==> src/rtl/hot_tracker_pkg.sv <==
// Shared types for the hot-tracker drain path: FSM states, entry record,
// and the all-ones empty-slot sentinel.
package hot_tracker_pkg;

    typedef enum logic [1:0] {
        IDLE,
        DRAIN,
        DONE
    } state_e;

    localparam int ADDR_SIZE_DEF = 22;

    typedef struct packed {
        logic                     valid;
        logic [ADDR_SIZE_DEF-1:0] addr;
    } entry_t;

    // All-ones pattern of the given width (width up to 64).
    function automatic logic [63:0] addr_invalid(input int width);
        if (width >= 64)
            return '1;
        return (64'd1 << width) - 64'd1;
    endfunction

endpackage

==> src/rtl/mig_history.sv <==
// Circular CAM of recently migrated addresses; the oldest entry is
// overwritten once the ring is full.
module mig_history #(
    parameter int ADDR_SIZE  = 22,
    parameter int HIST_DEPTH = 16,
    parameter int HIST_IDX   = 4
) (
    input  logic                 clk,
    input  logic                 rst_n,
    input  logic [ADDR_SIZE-1:0] lookup_addr,
    output logic                 hit,
    input  logic                 insert,
    input  logic [ADDR_SIZE-1:0] insert_addr,
    input  logic                 clr
);

    logic [HIST_DEPTH-1:0] h_valid;
    logic [ADDR_SIZE-1:0]  h_addr [HIST_DEPTH];
    logic [HIST_IDX-1:0]   wr_ptr;

    always_comb begin
        hit = 1'b0;
        for (int i = 0; i < HIST_DEPTH; i++) begin
            if (h_valid[i] && (h_addr[i] == lookup_addr))
                hit = 1'b1;
        end
    end

    always_ff @(posedge clk or negedge rst_n) begin
        if (!rst_n) begin
            h_valid <= '0;
            wr_ptr  <= '0;
            for (int i = 0; i < HIST_DEPTH; i++)
                h_addr[i] <= '0;
        end else if (clr) begin
            // A clear wins over older contents, but a same-cycle insert still lands at slot 0.
            h_valid <= '0;
            wr_ptr  <= '0;
            if (insert) begin
                h_valid[0] <= 1'b1;
                h_addr[0]  <= insert_addr;
                wr_ptr     <= HIST_IDX'(1);
            end
        end else if (insert) begin
            h_valid[wr_ptr] <= 1'b1;
            h_addr[wr_ptr]  <= insert_addr;
            wr_ptr          <= wr_ptr + HIST_IDX'(1);
        end
    end

endmodule

==> src/rtl/hot_addr_drain.sv <==
// Top-K snapshot drain: thresholds a tracker snapshot, filters recent
// migrations and streams survivors over a valid/ready port.
//   state | meaning
//   IDLE  | waiting for a snapshot strobe
//   DRAIN | presenting/skipping the head entry, shifting down each step
//   DONE  | one-cycle epoch_done, leftover entries discarded
module hot_addr_drain
    import hot_tracker_pkg::*;
#(
    parameter int ADDR_SIZE  = 22,
    parameter int CNT_SIZE   = 32,
    parameter int NUM_ENTRY  = 25,
    parameter int INDEX_SIZE = 5,
    parameter int HIST_DEPTH = 16,
    parameter int HIST_IDX   = 4
) (
    input  logic                           clk,
    input  logic                           rst_n,
    input  logic                           snap_valid,
    input  logic [NUM_ENTRY*ADDR_SIZE-1:0] snap_addr,
    input  logic [NUM_ENTRY*CNT_SIZE-1:0]  snap_cnt,
    input  logic [CNT_SIZE-1:0]            cnt_threshold,
    input  logic [INDEX_SIZE:0]            max_mig,
    input  logic                           hist_clr,
    output logic                           mig_addr_valid,
    output logic [ADDR_SIZE-1:0]           mig_addr,
    input  logic                           mig_addr_ready,
    output logic                           busy,
    output logic                           epoch_done,
    output logic [15:0]                    snap_drop_cnt
);

    localparam logic [ADDR_SIZE-1:0] ADDR_INVALID = ADDR_SIZE'(addr_invalid(ADDR_SIZE));

    state_e               state;
    logic [NUM_ENTRY-1:0] ent_valid;
    logic [ADDR_SIZE-1:0] ent_addr [NUM_ENTRY];
    logic [INDEX_SIZE:0]  max_q;
    logic [INDEX_SIZE:0]  sent;
    logic                 hist_hit;
    logic                 cap_hit;
    logic                 handshake;

    // Gating on the cap keeps a valid head from being offered once the budget is spent.
    assign cap_hit        = (max_q != '0) && (sent == max_q);
    assign mig_addr_valid = (state == DRAIN) && ent_valid[0] && !hist_hit && !cap_hit;
    assign mig_addr       = ent_addr[0];
    assign handshake      = mig_addr_valid && mig_addr_ready;
    assign busy           = (state != IDLE);

    mig_history #(
        .ADDR_SIZE (ADDR_SIZE),
        .HIST_DEPTH(HIST_DEPTH),
        .HIST_IDX  (HIST_IDX)
    ) u_hist (
        .clk        (clk),
        .rst_n      (rst_n),
        .lookup_addr(ent_addr[0]),
        .hit        (hist_hit),
        .insert     (handshake),
        .insert_addr(ent_addr[0]),
        .clr        (hist_clr)
    );

    always_ff @(posedge clk or negedge rst_n) begin
        if (!rst_n) begin
            state         <= IDLE;
            ent_valid     <= '0;
            max_q         <= '0;
            sent          <= '0;
            snap_drop_cnt <= '0;
            epoch_done    <= 1'b0;
            for (int i = 0; i < NUM_ENTRY; i++)
                ent_addr[i] <= ADDR_INVALID;
        end else begin
            epoch_done <= 1'b0;
            if (snap_valid && (state != IDLE) && (snap_drop_cnt != 16'hFFFF))
                snap_drop_cnt <= snap_drop_cnt + 16'd1;

            case (state)
                IDLE: begin
                    if (snap_valid) begin
                        for (int i = 0; i < NUM_ENTRY; i++) begin
                            ent_addr[i]  <= snap_addr[i*ADDR_SIZE +: ADDR_SIZE];
                            ent_valid[i] <= (snap_addr[i*ADDR_SIZE +: ADDR_SIZE] != ADDR_INVALID)
                                         && (snap_cnt[i*CNT_SIZE +: CNT_SIZE] >= cnt_threshold);
                        end
                        max_q <= max_mig;
                        sent  <= '0;
                        state <= DRAIN;
                    end
                end
                DRAIN: begin
                    if ((ent_valid == '0) || cap_hit) begin
                        state      <= DONE;
                        epoch_done <= 1'b1;
                    end else if (!ent_valid[0] || hist_hit || handshake) begin
                        ent_valid <= ent_valid >> 1;
                        for (int i = 0; i < NUM_ENTRY - 1; i++)
                            ent_addr[i] <= ent_addr[i+1];
                        ent_addr[NUM_ENTRY-1] <= ADDR_INVALID;
                        if (handshake)
                            sent <= sent + (INDEX_SIZE+1)'(1);
                    end
                end
                DONE: begin
                    state     <= IDLE;
                    ent_valid <= '0;
                    for (int i = 0; i < NUM_ENTRY; i++)
                        ent_addr[i] <= ADDR_INVALID;
                end
                default: state <= IDLE;
            endcase
        end
    end

endmodule

==> config.mk <==
export PLATFORM = sky130hd
export DESIGN_NAME = hot_addr_drain
export DESIGN_NICKNAME = d
export VERILOG_FILES = /design/src/rtl/hot_tracker_pkg.sv /design/src/rtl/mig_history.sv /design/src/rtl/hot_addr_drain.sv
export SDC_FILE = /design/constraint.sdc
export NUM_CORES = 2
export LEC_CHECK = 0
export CAP_MARGIN = 10
export CORE_AREA = 2 2 551 553
export CTS_CLUSTER_DIAMETER = 50
export CTS_CLUSTER_SIZE = 10
export DETAILED_ROUTE_END_ITERATION = 12
export DIE_AREA = 0 0 553 555
export GPL_TIMING_DRIVEN = 0
export SETUP_SLACK_MARGIN = 0.15
export SYNTH_ARGS = -nofsm -noshare
export SYNTH_HDL_FRONTEND = slang
export SYNTH_SLANG_ARGS = --single-unit
==> constraint.sdc <==
create_clock -name clk -period 3.48 [get_ports clk]
set_input_delay 0.348 -clock clk [delete_from_list [all_inputs] [get_ports clk]]
set_output_delay 0.348 -clock clk [all_outputs]
set_load 0.005 [all_outputs]
==> reports/metrics.cfg <==
[timing]
finClkSkew_ns = 0.136
fmax_ghz = 0.275
finalMaxSlewViolations = 0
post-route-min-period_ns = 3.64
hold_viol = 0
setup_slack_ns = -0.159
worst_pin_slew_ns = 1.48
rsz0062_at_grt = yes
slew_headroom = 0.00350
setup_viol = 500
tns_ns = -36.80
period_share = 1.05

[synth]
synth_top_area_share = 0.205
yosysTopAreaCell = dfstp_2
ys_ff_latch = 978
async_flop_share = 1.00
ys_warn_count = 0
synth.yosys.seq_area_share = 0.357
syn_inst = 6846
ys_top_cells_by_area = dfstp_2 (21%), dfrtp_1 (15%), ha_1 (14%)
synth_edf_count = 0
synth_flop_cell = dfstp_2
syn_nets = 9048
synth_area_mm2 = 0.0705
syn_area_per_cell_um2 = 10.3
netlist-cell-type-count = 75

[place]
pre_cts_ws_ns = -1.63
gp_congestion = 0.966
dpl_cell_area_mm2 = 0.0915
dp.cells = 12334
io_buffers = 1432
place_hpwl_um = 331000

[routing]
drt_iter0_drc = 5923
wl_um = 408000
num_vias = 65283
wire_per_inst_um = 31.8
drtAntennaViolNets = 0
post-route-drc-count = 0
dr.pass1.iters = 6
via_per_inst = 5.08

[grt]
grt_pass1_wl_um = 537000
grt_use_total = 0.255
grt_max_degree = 162
gr-total-overflow = 0
groute.layer.met3.usage = 0.0730
gr-max-usage-layer = met2
antenna_found_initial = 182
met2_usage = 0.405
grt_pass1_vias = 63916
grt_use_met1 = 0.309

[final_layout]
drive_above_1_share = 0.244
areaGrowthSynthToFinish_pct = 42.5
fillCellCount = 30543
fin_nets = 10878
final_area_mm2 = 0.100
instances_no_fill = 12840

[setup_path]
endpoint = ent_valid[4]$_DFFE_PN0P_
reg2reg_depth = 15
r2r_start = mig_addr[1]$_DFFE_PN1P_
crit_type = reg -> reg
startpoint_type = register
startpoint = mig_addr[1]$_DFFE_PN1P_
end_kind = register
worst-path-max-fanout = 6
required_ns = 4.09
r2r_slack_ns = -0.16
r2r-end = ent_valid[4]$_DFFE_PN0P_
arrival_ns = 4.25

[outcome]
violations = max-capacitance violations, negative setup slack
outcome = finished, violations left

[power_and_ir_drop]
p_per_area_mw_per_mm2 = 856
leakagePower_nw = 42.5
vdd_ir_drop_max_mv = 0.454

[clock_network]
cts_tree = yes
cts_htree_levels = 4
clock_latency_ns = 0.86
clk_pin_slew_ns = 0.05
cts_buffers = 156
cts_sinks = 978
cts-root-buf = clkbuf_16
clk_path_buf_depth = 4

[die]
dieHeight_um = 555
floorplan.initialDensity = 0.234
fp-row-count = 202
fp.dieW_um = 553
coreArea_mm2 = 0.301
design.die.area_mm2 = 0.307
io-pin-count = 1434

[worst_hold_path]
hp-start = hist_clr
worstHoldPathType = in -> reg

[job]
cap_viol_max_count = 1

==> area by class of cell <==
type	instances	area, um2	area share
Multi-Input combinational cell	5294	43000	0.428
Sequential cell	978	25200	0.250
Timing Repair Buffer	1672	18000	0.179
Tap cell	3978	4980	0.0495
Clock buffer	186	4160	0.0414
Buffer	470	3580	0.0356
Clock inverter	60	855	0.00851
Inverter	104	505	0.00503
Antenna cell	98	245	0.00244
==> worst max-delay path, stage by stage, from the launching register on <==
cell     delay [ns]
dfstp_2        0.55
buf_12         0.14
buf_12         0.15
buf_12         0.11
xnor2_1        0.08
nand3_1        0.09
nor4_2         0.06
a22oi_2        0.31
o31ai_4        0.13
buf_12         0.16
or4_4          0.59
and2_4         0.20
buf_12         0.16
buf_16         0.17
buf_16         0.17
mux2_4         0.30
==> cell families (layout without fill, tap and decap cells) <==
family | Yosys count | after routing | synth area share
xor+xnor | 374 | 374 | 0.0465
fa+ha+maj | 809 | 809 | 0.144
buf+inv | 574 | 2492 | 0.0422
simple gates | 1350 | 1350 | 0.0935
flops | 978 | 978 | 0.357
compound gates | 1857 | 1857 | 0.151
other cells | 0 | 98 | 0
mux | 904 | 904 | 0.166
==> registers in the layout, indices dropped and copies added (netlist names) <==
register        flops
max_q               6
u_hist.wr_ptr       4
u_hist.h_addr     352
ent_valid          25
u_hist.h_valid     16
epoch_done          1
state               2
sent                6
snap_drop_cnt      16
ent_addr          528
mig_addr           22
==> what timing repair did <==
item,CTS,global route
pin swaps,22,30
setup endpoints to repair,953,911
endpoints found under the hold margin,90,0
hold buffers,1,0
resized for setup,321,92
gates cloned,26,10
setup buffers,74,52
==> cells in the final DEF, fill, tap and decap left out, types with 18 or more instances in the layout <==
cell type	count
xnor2_1	337
a21oi_1	1227
clkbuf_16	170
dfrtp_1	428
diode_2	98
a21o_1	174
nor2_1	644
mux2_2	379
ha_1	808
nor2b_1	26
clkdlybuf4s50_1	1429
and3_1	24
nand2_1	105
nor4_1	48
nand2b_1	22
nand3_1	43
inv_1	71
buf_6	77
mux2_1	117
buf_12	86
mux2_4	400
a2111oi_0	18
clkbuf_1	259
buf_16	55
clkbuf_2	21
inv_4	25
buf_2	18
o21ai_0	157
nor3_1	48
and4_1	27
xor2_1	28
nand4_1	298
dfstp_2	550
a211oi_1	40
buf_4	158
a31oi_1	21
a2bb2oi_1	22
buf_8	25
bufinv_16	18
==> routing by layer <==
layer	vias up	wire (um)
li1	29193	-
met1	31951	163000
met2	3121	183000
met3	934	35600
met4	84	26100
met5	-	557
==> metrics by stage <==
| step | hold slack [ns] | power [mW] | util |
|---|---|---|---|
| 2_1_floorplan | 0.0524 | 47.9 | - |
| 3_3_place_gp | 0.459 | 63.7 | 0.298 |
| 3_5_place_dp | 0.424 | 64.7 | 0.304 |
| 4_1_cts | 0.0636 | 84.7 | 0.330 |
| 5_1_grt | 0.173 | 89.8 | 0.333 |
| 6_report | 0.126 | 86.0 | 0.333 |
==> synthesized netlist by cell type (all sizes together) (19+ instances only) <==
cell type  instances
a2111oi           21
a211oi            40
a21o             174
a21oi           1231
a221oi            19
a2bb2oi           22
a31oi             24
a41oi             24
and3              25
and4              27
buf              197
clkbuf           273
dfrtp            428
dfstp            550
ha               809
inv              103
mux2             896
nand2            105
nand2b            22
nand3             48
nand4            303
nor2             649
nor2b             26
nor3              52
nor4              58
o21ai            170
xnor2            346
xor2              28
==> how the worst min path moves through the flow <==
stage	end	slack, ns	cells past startpoint
floorplan	ent_valid[0]$_DFFE_PN0P_	0.05	0
CTS	u_hist.h_valid[15]$_DFFE_PN0P_	0.06	2
finish	u_hist.h_valid[15]$_DFFE_PN0P_	0.13	2
global route	max_q[1]$_DFFE_PN0P_	0.17	2
detailed placement	sent[0]$_DFFE_PN0P_	0.42	1
global placement	u_hist.h_valid[8]$_DFFE_PN0P_	0.46	1
==> power by group <==
| group | internal, mW | switching [mW] |
|---|---|---|
| Clock | 9.74 | 5.87 |
| Combinational | 23.4 | 25.9 |
| Sequential | 18.0 | 3.00 |
| Total | 51.2 | 34.8 |
Power figures use the tool's default switching activity.
